[src/rtl/serial_adder_ctrl.sv]
// serial_adder_ctrl
// Bit-serial adder controller. It accepts two WIDTH-bit operands and a
// carry-in, then feeds them LSB-first to an external 1-bit full-adder stage,
// one bit per clock. The returned sum bits are collected in a right-shift
// result register.
//
// Optional feature: define SERIAL_ADDER_OVF_EN to add the signed-overflow
// output ovf.
//
// Ports:
//   clk                  rising-edge clock
//   rst_n                asynchronous active-low reset
//   start                request an addition (sampled only in IDLE)
//   a, b, cin            operands and carry-in, captured on acceptance
//   fa_en/fa_x/fa_y/fa_kin  drive the full-adder stage (active only in RUN)
//   fa_u, fa_kout        sum and carry returned combinationally by the stage
//   busy                 high in RUN and DONE
//   done                 one-cycle completion pulse (the DONE state)
//   sum, cout            result and final carry, held until the next start
//   ovf                  (SERIAL_ADDER_OVF_EN only) carry-into-MSB ^ cout
module serial_adder_ctrl #(
  parameter int WIDTH = 8
) (
  input  logic             clk,
  input  logic             rst_n,
  input  logic             start,
  input  logic [WIDTH-1:0] a,
  input  logic [WIDTH-1:0] b,
  input  logic             cin,
  output logic             fa_en,
  output logic             fa_x,
  output logic             fa_y,
  output logic             fa_kin,
  input  logic             fa_u,
  input  logic             fa_kout,
  output logic             busy,
  output logic             done,
  output logic [WIDTH-1:0] sum,
  output logic             cout
`ifdef SERIAL_ADDER_OVF_EN
  ,
  output logic             ovf
`endif
);

  // The counter must reach WIDTH itself, hence WIDTH+1 codes.
  localparam int CNT_W = $clog2(WIDTH + 1);
  localparam logic [CNT_W-1:0] LAST_BIT = CNT_W'(WIDTH - 1);

  typedef enum logic [1:0] {
    IDLE = 2'd0,
    RUN  = 2'd1,
    DONE = 2'd2
  } state_t;

  state_t           state_q, state_d;
  logic [WIDTH-1:0] a_sh_q, a_sh_d;
  logic [WIDTH-1:0] b_sh_q, b_sh_d;
  logic [WIDTH-1:0] sum_q, sum_d;
  logic [CNT_W-1:0] cnt_q, cnt_d;
  logic             carry_q, carry_d;
  logic             cout_q, cout_d;
  logic             ovf_q, ovf_d;
  logic             accept;
  logic             last_bit;

  assign accept   = (state_q == IDLE) && start;
  assign last_bit = (state_q == RUN) && (cnt_q == LAST_BIT);

  always_comb begin
    state_d = state_q;
    a_sh_d  = a_sh_q;
    b_sh_d  = b_sh_q;
    sum_d   = sum_q;
    cnt_d   = cnt_q;
    carry_d = carry_q;
    cout_d  = cout_q;
    ovf_d   = ovf_q;
    fa_en   = 1'b0;
    fa_x    = 1'b0;
    fa_y    = 1'b0;
    fa_kin  = 1'b0;

    case (state_q)
      IDLE: begin
        if (start) begin
          state_d = RUN;
          a_sh_d  = a;
          b_sh_d  = b;
          carry_d = cin;
          cnt_d   = '0;
        end
      end
      RUN: begin
        fa_en          = 1'b1;
        fa_x           = a_sh_q[0];
        fa_y           = b_sh_q[0];
        fa_kin         = carry_q;
        a_sh_d         = a_sh_q >> 1;
        b_sh_d         = b_sh_q >> 1;
        carry_d        = fa_kout;
        sum_d          = sum_q >> 1;
        sum_d[WIDTH-1] = fa_u;
        cnt_d          = cnt_q + 1'b1;
        if (last_bit) begin
          state_d = DONE;
          cout_d  = fa_kout;
          // On the last bit the carry register holds the carry into the MSB.
          ovf_d   = carry_q ^ fa_kout;
        end
      end
      DONE: begin
        state_d = IDLE;
      end
      default: begin
        state_d = IDLE;
      end
    endcase
  end

  always_ff @(posedge clk or negedge rst_n) begin
    if (!rst_n) begin
      state_q <= IDLE;
      sum_q   <= '0;
      cnt_q   <= '0;
      carry_q <= 1'b0;
      cout_q  <= 1'b0;
      ovf_q   <= 1'b0;
    end else begin
      state_q <= state_d;
      sum_q   <= sum_d;
      cnt_q   <= cnt_d;
      carry_q <= carry_d;
      cout_q  <= cout_d;
      ovf_q   <= ovf_d;
    end
  end

  // Operand shifters are pure datapath; they are always reloaded on accept.
  always_ff @(posedge clk) begin
    a_sh_q <= a_sh_d;
    b_sh_q <= b_sh_d;
  end

  assign busy = (state_q != IDLE);
  assign done = (state_q == DONE);
  assign sum  = sum_q;
  assign cout = cout_q;

`ifdef SERIAL_ADDER_OVF_EN
  assign ovf = ovf_q;
`else
  logic unused_ovf;
  assign unused_ovf = ovf_q ^ accept;
`endif

endmodule

[config.mk]
export PLATFORM = sky130hd
export DESIGN_NAME = serial_adder_ctrl
export DESIGN_NICKNAME = d
export VERILOG_FILES = /design/src/rtl/serial_adder_ctrl.sv
export SDC_FILE = /design/constraint.sdc
export NUM_CORES = 1
export LEC_CHECK = 0
export CAP_MARGIN = 20
export CORE_MARGIN = 2
export CORE_UTILIZATION = 40
export CTS_BUF_LIST = sky130_fd_sc_hd__clkbuf_4
export CTS_CLUSTER_DIAMETER = 40
export DETAILED_ROUTE_END_ITERATION = 8
export GPL_ROUTABILITY_DRIVEN = 0
export HOLD_SLACK_MARGIN = 0.08
export PLACE_DENSITY = 0.68
export SLEW_MARGIN = 15
export SYNTH_ARGS = -nofsm -noshare
export SYNTH_HDL_FRONTEND = slang
export SYNTH_SLANG_ARGS = --single-unit
[constraint.sdc]
create_clock -name clk -period 3.4 [get_ports clk]
set_input_delay 0.68 -clock clk [delete_from_list [all_inputs] [get_ports clk]]
set_output_delay 0.68 -clock clk [all_outputs]
set_load 0.005 [all_outputs]
==> reports/qor.txt, run 1 <==
Outcome = finished clean
CTS tree = yes
RSZ-0062 raised after global routing = false
Post-synth EDFFs = 16
Worst slew margin = 0.541
First-pass detailed-route iteration total = 4
Drt total wl = 2.57 mm
MaxCap Viol Count = 0
First-pass GRT wire length = 4.35 mm
Die Width = 62.7 um
Clock slew at reported path FFs = 0.10 ns
Top_reg_cell synth = edfxtp_1
FF-to-FF path depth = 5
Min cycle time layout = 2.98 ns
WL per Instance = 11.6 um
Via/cell ratio = 4.59
Async SR Flop Fraction = 0.500
Max-slew violation count = 0
Boundary Pins = 37
Post-synthesis sequential area ratio = 0.639
Syn_area_per_cell = 10.1 um2
Clock sink total = 32
Fin util = 0.554
Die area = 0.00393 mm2
Root Buffer = clkbuf_4
Cell Rows = 21
Synth Instances = 136
Synth cell types = 25
Synth top area cells = edfxtp_1 35%, dfrtp_1 29%, nand2_1 19%
Gr ovfl total = 0
Ant. Diodes = 0
DP Wirelength = 1.79 mm
DRC = 0
Final Skew = 0.00633 ns
Worst hold path depth = 1
Mapped Nets = 159
Flops & latches, synth = 32
Hold Path Class = reg2reg
Initial antenna violation count = 0
Capturing element type of the critical path = output port
Die H = 62.7 um
Largest net degree at the start of global routing = 30
Min Hold Slack = 0.497 ns
Setup TNS Final = 0 ns
Critical-path maximum fanout = 29
Leak = 0.000829 uW
Post-synthesis cell area = 0.00138 mm2
Clock Path Buffers = 2
Buffers on Ports = 36
CTS buffer count = 5
Layout cells sized above 1 = 0.0571
Final period util = 0.875
Post_cts resized = 0
Max Fclk = 336 MHz
Synth area leader = edfxtp_1
Synth top area share = 0.348
CTS H-tree depth = 2
Final nets = 197
Final std cells w/o fill = 221
CP arrival = 2.30 ns
Syn. warnings = 0
Vias in the first global route = 943
Antenna-violating nets left = 0
Final hold vios = 0
Worst Setup Start Kind = flip-flop
Synth cell count leaders = 71 x nand2_1, 16 x dfrtp_1, 16 x edfxtp_1
CP required = 2.72 ns
Clk_lat worst skew = 0.32 ns
Final setup vio count = 0
Top-count cell post-synth = nand2_1
Area Growth Syn to Fin = 33.0%
Placed cell count = 213
Type of the worst setup path = reg2out
Pwr dens = 887 mW/mm2
Core area = 0.00331 mm2
Via Count = 1015
Gr usage total = 0.142
Iter 0 DRT Violations = 55
Least-Margin Pin Slew = 0.686 ns
Initial Utilization = 0.416
Worst vdd ir = 0.467 mV
Postcts setup bufs = 0
CTS Hold Bufs = 0
-- power breakdown --
group | switching, uW | total (uW) | internal, uW | leakage (uW)
Sequential | 102 | 739 | 636 | 0.000373
Combinational | 310 | 613 | 303 | 0.000416
Clock | 125 | 275 | 150 | 0.0000403
Total | 537 | 1630 | 1090 | 0.000829
-- stage by stage --
stage	setup WS, ns	total power, uW	area, um2
after detailed placement	0.772	1380	1760
after CTS	0.387	1660	1830
after global routing	0.222	1780	1830
after global placement	0.824	1350	1760
after floorplan	1.75	1120	1380
final	0.424	1630	1830
-- worst paths after layout --
check | startpoint | endpoint | slack [ns]
worst max register to register | state_q[0] | cnt_q[3] | 1.64
worst max-delay path | state_q[0] | fa_kin | 0.42
min in group asynchronous | rst_n | sum[7] | 0.76
worst min-delay path | cout | cout | 0.50
max in group asynchronous | rst_n | cnt_q[3] | 2.20
worst min register to register | cout | cout | 0.50
-- registers in the layout, indices dropped and copies added, names as in the netlist --
| name | flops |
|---|---|
| cout | 1 |
| sum | 8 |
| cnt_q | 4 |
| b_sh_q | 8 |
| state_q | 2 |
| a_sh_q | 8 |
| carry_q | 1 |
-- layout make-up --
cell class                 instances  area, um2
sequential                        32        881
tap                               46       57.6
fill                             333       1480
inverter                           2       8.76
timing repair buffer              37        368
clock inverter                     3       37.5
clock buffer                       5       37.5
multi-input combinational         96        444
-- critical path, cell delays in order (launching register included) --
cell	delay, ns
dfrtp_1	0.47
nand2b_1	0.11
buf_4	0.28
clkinv_2	0.37
and2_1	0.30
clkdlybuf4s50_1	0.44
-- kinds of logic (layout without fill, tap and decap cells) --
logic type / Yosys count / in the layout / share of synthesized area
multiplexers: 1 / 1 / 0.00817
buffers and inverters: 8 / 47 / 0.0390
adder cells (fa/ha/maj): 1 / 1 / 0.00907
AND/OR/NAND/NOR: 84 / 84 / 0.260
flip-flops: 32 / 32 / 0.639
AO/OA/AOI/OAI: 10 / 10 / 0.0445
-- routing by layer --
metal,vias up,track usage,share of wire
met4,0,0.0500,0.0097
met5,-,0,0
met2,33,0.216,0.47
met1,462,0.181,0.46
li1,516,-,-
met3,4,0.0631,0.058
-- layout by cell type (no fill, tap or decap), drive strengths merged --
cell type      count
inv                1
nand2             71
clkdlybuf4s50     36
ha                 1
a21oi              2
a31oi              1
nor2               1
nand2b             1
o21bai             1
buf                1
clkinv             3
nand3              1
mux2               1
a41oi              1
and2b              1
and2               5
nor3b              1
nor3               1
clkbuf             5
and3b              1
or2                1
a22o               1
edfxtp            16
bufinv             1
o21ai              4
dfrtp             16
Note: power is estimated with default switching activity, not from simulation.
==> run 2: changes to the inputs <==
ABC_CLOCK_PERIOD_IN_PS = 3400   (was unset)
CELL_PAD_IN_SITES_DETAIL_PLACEMENT = 1   (was unset)
CELL_PAD_IN_SITES_GLOBAL_PLACEMENT = 2   (was unset)
CORE_UTILIZATION = 32   (was 40)
PLACE_DENSITY = unset   (was 0.68)
PLACE_DENSITY_LB_ADDON = 0.1   (was unset)
==> run 2 against run 1 <==
  * Clock power decreased by 22%
  * Sequential share of layout area increased by 0.36 points
  * Design area decreased by 0.75%
  * Critical path depth decreased by 1
  * Register-to-register slack improved by 0.14 ns
  * Maximum frequency increased by 9.7%
  * Worst hold slack got worse by 0.0013 ns
  * Utilization decreased by 11 points
  * Global-route usage increased by 0.088 points
  * Combinational power increased by 4.1%
==> reports/qor.txt, run 2 (same netlist as run 1, synthesis figures left out) <==
Via Count = 1052
Clk_lat worst skew = 0.32 ns
CP required = 2.72 ns
CTS buffer count = 5
RSZ-0062 raised after global routing = false
WL per Instance = 13.5 um
Area Growth Syn to Fin = 32.0%
Most frequent cells in the layout = 71 x nand2_1, 36 x clkdlybuf4s50_1, 16 x edfxtp_1, 16 x dfrtp_1, 7 x clkbuf_4
Core area = 0.00409 mm2
Worst vdd ir = 0.357 mV
Buffers on Ports = 36
Worst Setup Start Kind = flip-flop
DRC = 0
Leak = 0.000822 uW
Gr usage total = 0.143
First-pass detailed-route iteration total = 4
Postcts setup bufs = 0
CTS tree = yes
Hold Path Class = reg2reg
Die Width = 69.6 um
Least-Margin Pin Slew = 0.738 ns
Most common cell after layout, fill and taps aside = nand2_1
Max-slew violation count = 0
Pre-CTS setup slack = 1.02 ns
First-pass GRT wire length = 5.43 mm
Final Skew = 0.00261 ns
Final setup vio count = 0
Drt total wl = 3.04 mm
Layout cells sized above 1 = 0.0629
Critical-path maximum fanout = 29
Outcome = finished clean
Worst slew margin = 0.507
Setup TNS Final = 0 ns
Boundary Pins = 37
Antenna-violating nets left = 0
DP Wirelength = 2.08 mm
Clock sink total = 32
Type of the worst setup path = reg2out
Max Fclk = 369 MHz
CP arrival = 2.03 ns
Post_cts resized = 0
Final period util = 0.798
Root Buffer = clkbuf_4
Capturing element type of the critical path = output port
Initial Utilization = 0.337
Worst Slack Setup Final = 0.686 ns
Initial antenna violation count = 0
Clock Path Buffers = 2
CTS H-tree depth = 2
Via/cell ratio = 4.68
Pwr dens = 877 mW/mm2
Final nets = 197
Final hold vios = 0
Cell Rows = 23
Iter 0 DRT Violations = 45
Ant. Diodes = 0
Largest net degree at the start of global routing = 30
Total power = 1600 uW
Vias in the first global route = 1171
Min cycle time layout = 2.71 ns
Clock slew at reported path FFs = 0.09 ns
Die H = 69.6 um
Die area = 0.00485 mm2
CTS Hold Bufs = 0
Gr ovfl total = 0
MaxCap Viol Count = 0
-- run 2: cell count changes in the layout (fill, tap and decap cells not counted), sizes merged --
cell,delta
clkinv,-1
clkbuf,+2
bufinv,-1
-- run 2: worst paths after layout --
path | start | end | slack (ns) | cells after the start
setup / recovery | state_q[0] | fa_kin | 0.69 | 4
hold / removal | carry_q | carry_q | 0.50 | 2
setup reg to reg | state_q[0] | b_sh_q[5] | 1.78 | 2
hold reg to reg | carry_q | carry_q | 0.50 | 2
max in group asynchronous | rst_n | sum[7] | 2.15 | 1
min in group asynchronous | rst_n | state_q[1] | 0.78 | 1
-- run 2: routing by layer --
metal | part of all wire | track usage | vias up
met4 | 0.019 | 0.0577 | 0
met5 | 0 | 0 | -
met3 | 0.060 | 0.0567 | 5
li1 | - | - | 517
met2 | 0.48 | 0.233 | 28
met1 | 0.44 | 0.170 | 502
-- run 2: power breakdown --
group	internal (uW)	total (uW)	leakage, uW	switching (uW)
Clock	95.4	215	0.0000338	120
Combinational	304	638	0.000416	334
Sequential	637	744	0.000373	107
Total	1040	1600	0.000822	561
-- run 2: metrics by stage --
stage / hold slack, ns / cells / instance area (um2) / util
3_5_place_dp: 0.481 / 217 / 1760 / 0.432
2_1_floorplan: 0.384 / 136 / 1380 / -
3_3_place_gp: 0.479 / 217 / 1760 / 0.432
4_1_cts: 0.504 / 225 / 1820 / 0.445
5_1_grt: 0.530 / 225 / 1820 / 0.445
6_report: 0.496 / 225 / 1820 / 0.445
-- run 2: layout make-up --
| cell class | instances | area, um2 |
|---|---|---|
| Timing Repair Buffer | 37 | 368 |
| Fill cell | 466 | 2270 |
| Clock buffer | 7 | 52.6 |
| Sequential cell | 32 | 881 |
| Multi-Input combinational cell | 96 | 444 |
| Tap cell | 50 | 62.6 |
| Clock inverter | 1 | 3.75 |
| Inverter | 2 | 8.76 |
-- run 2: worst max-delay path: stages (launching register included) --
cell	delay [ns]
dfrtp_1	0.47
nand2b_1	0.16
clkinv_2	0.33
and2_1	0.30
clkdlybuf4s50_1	0.44
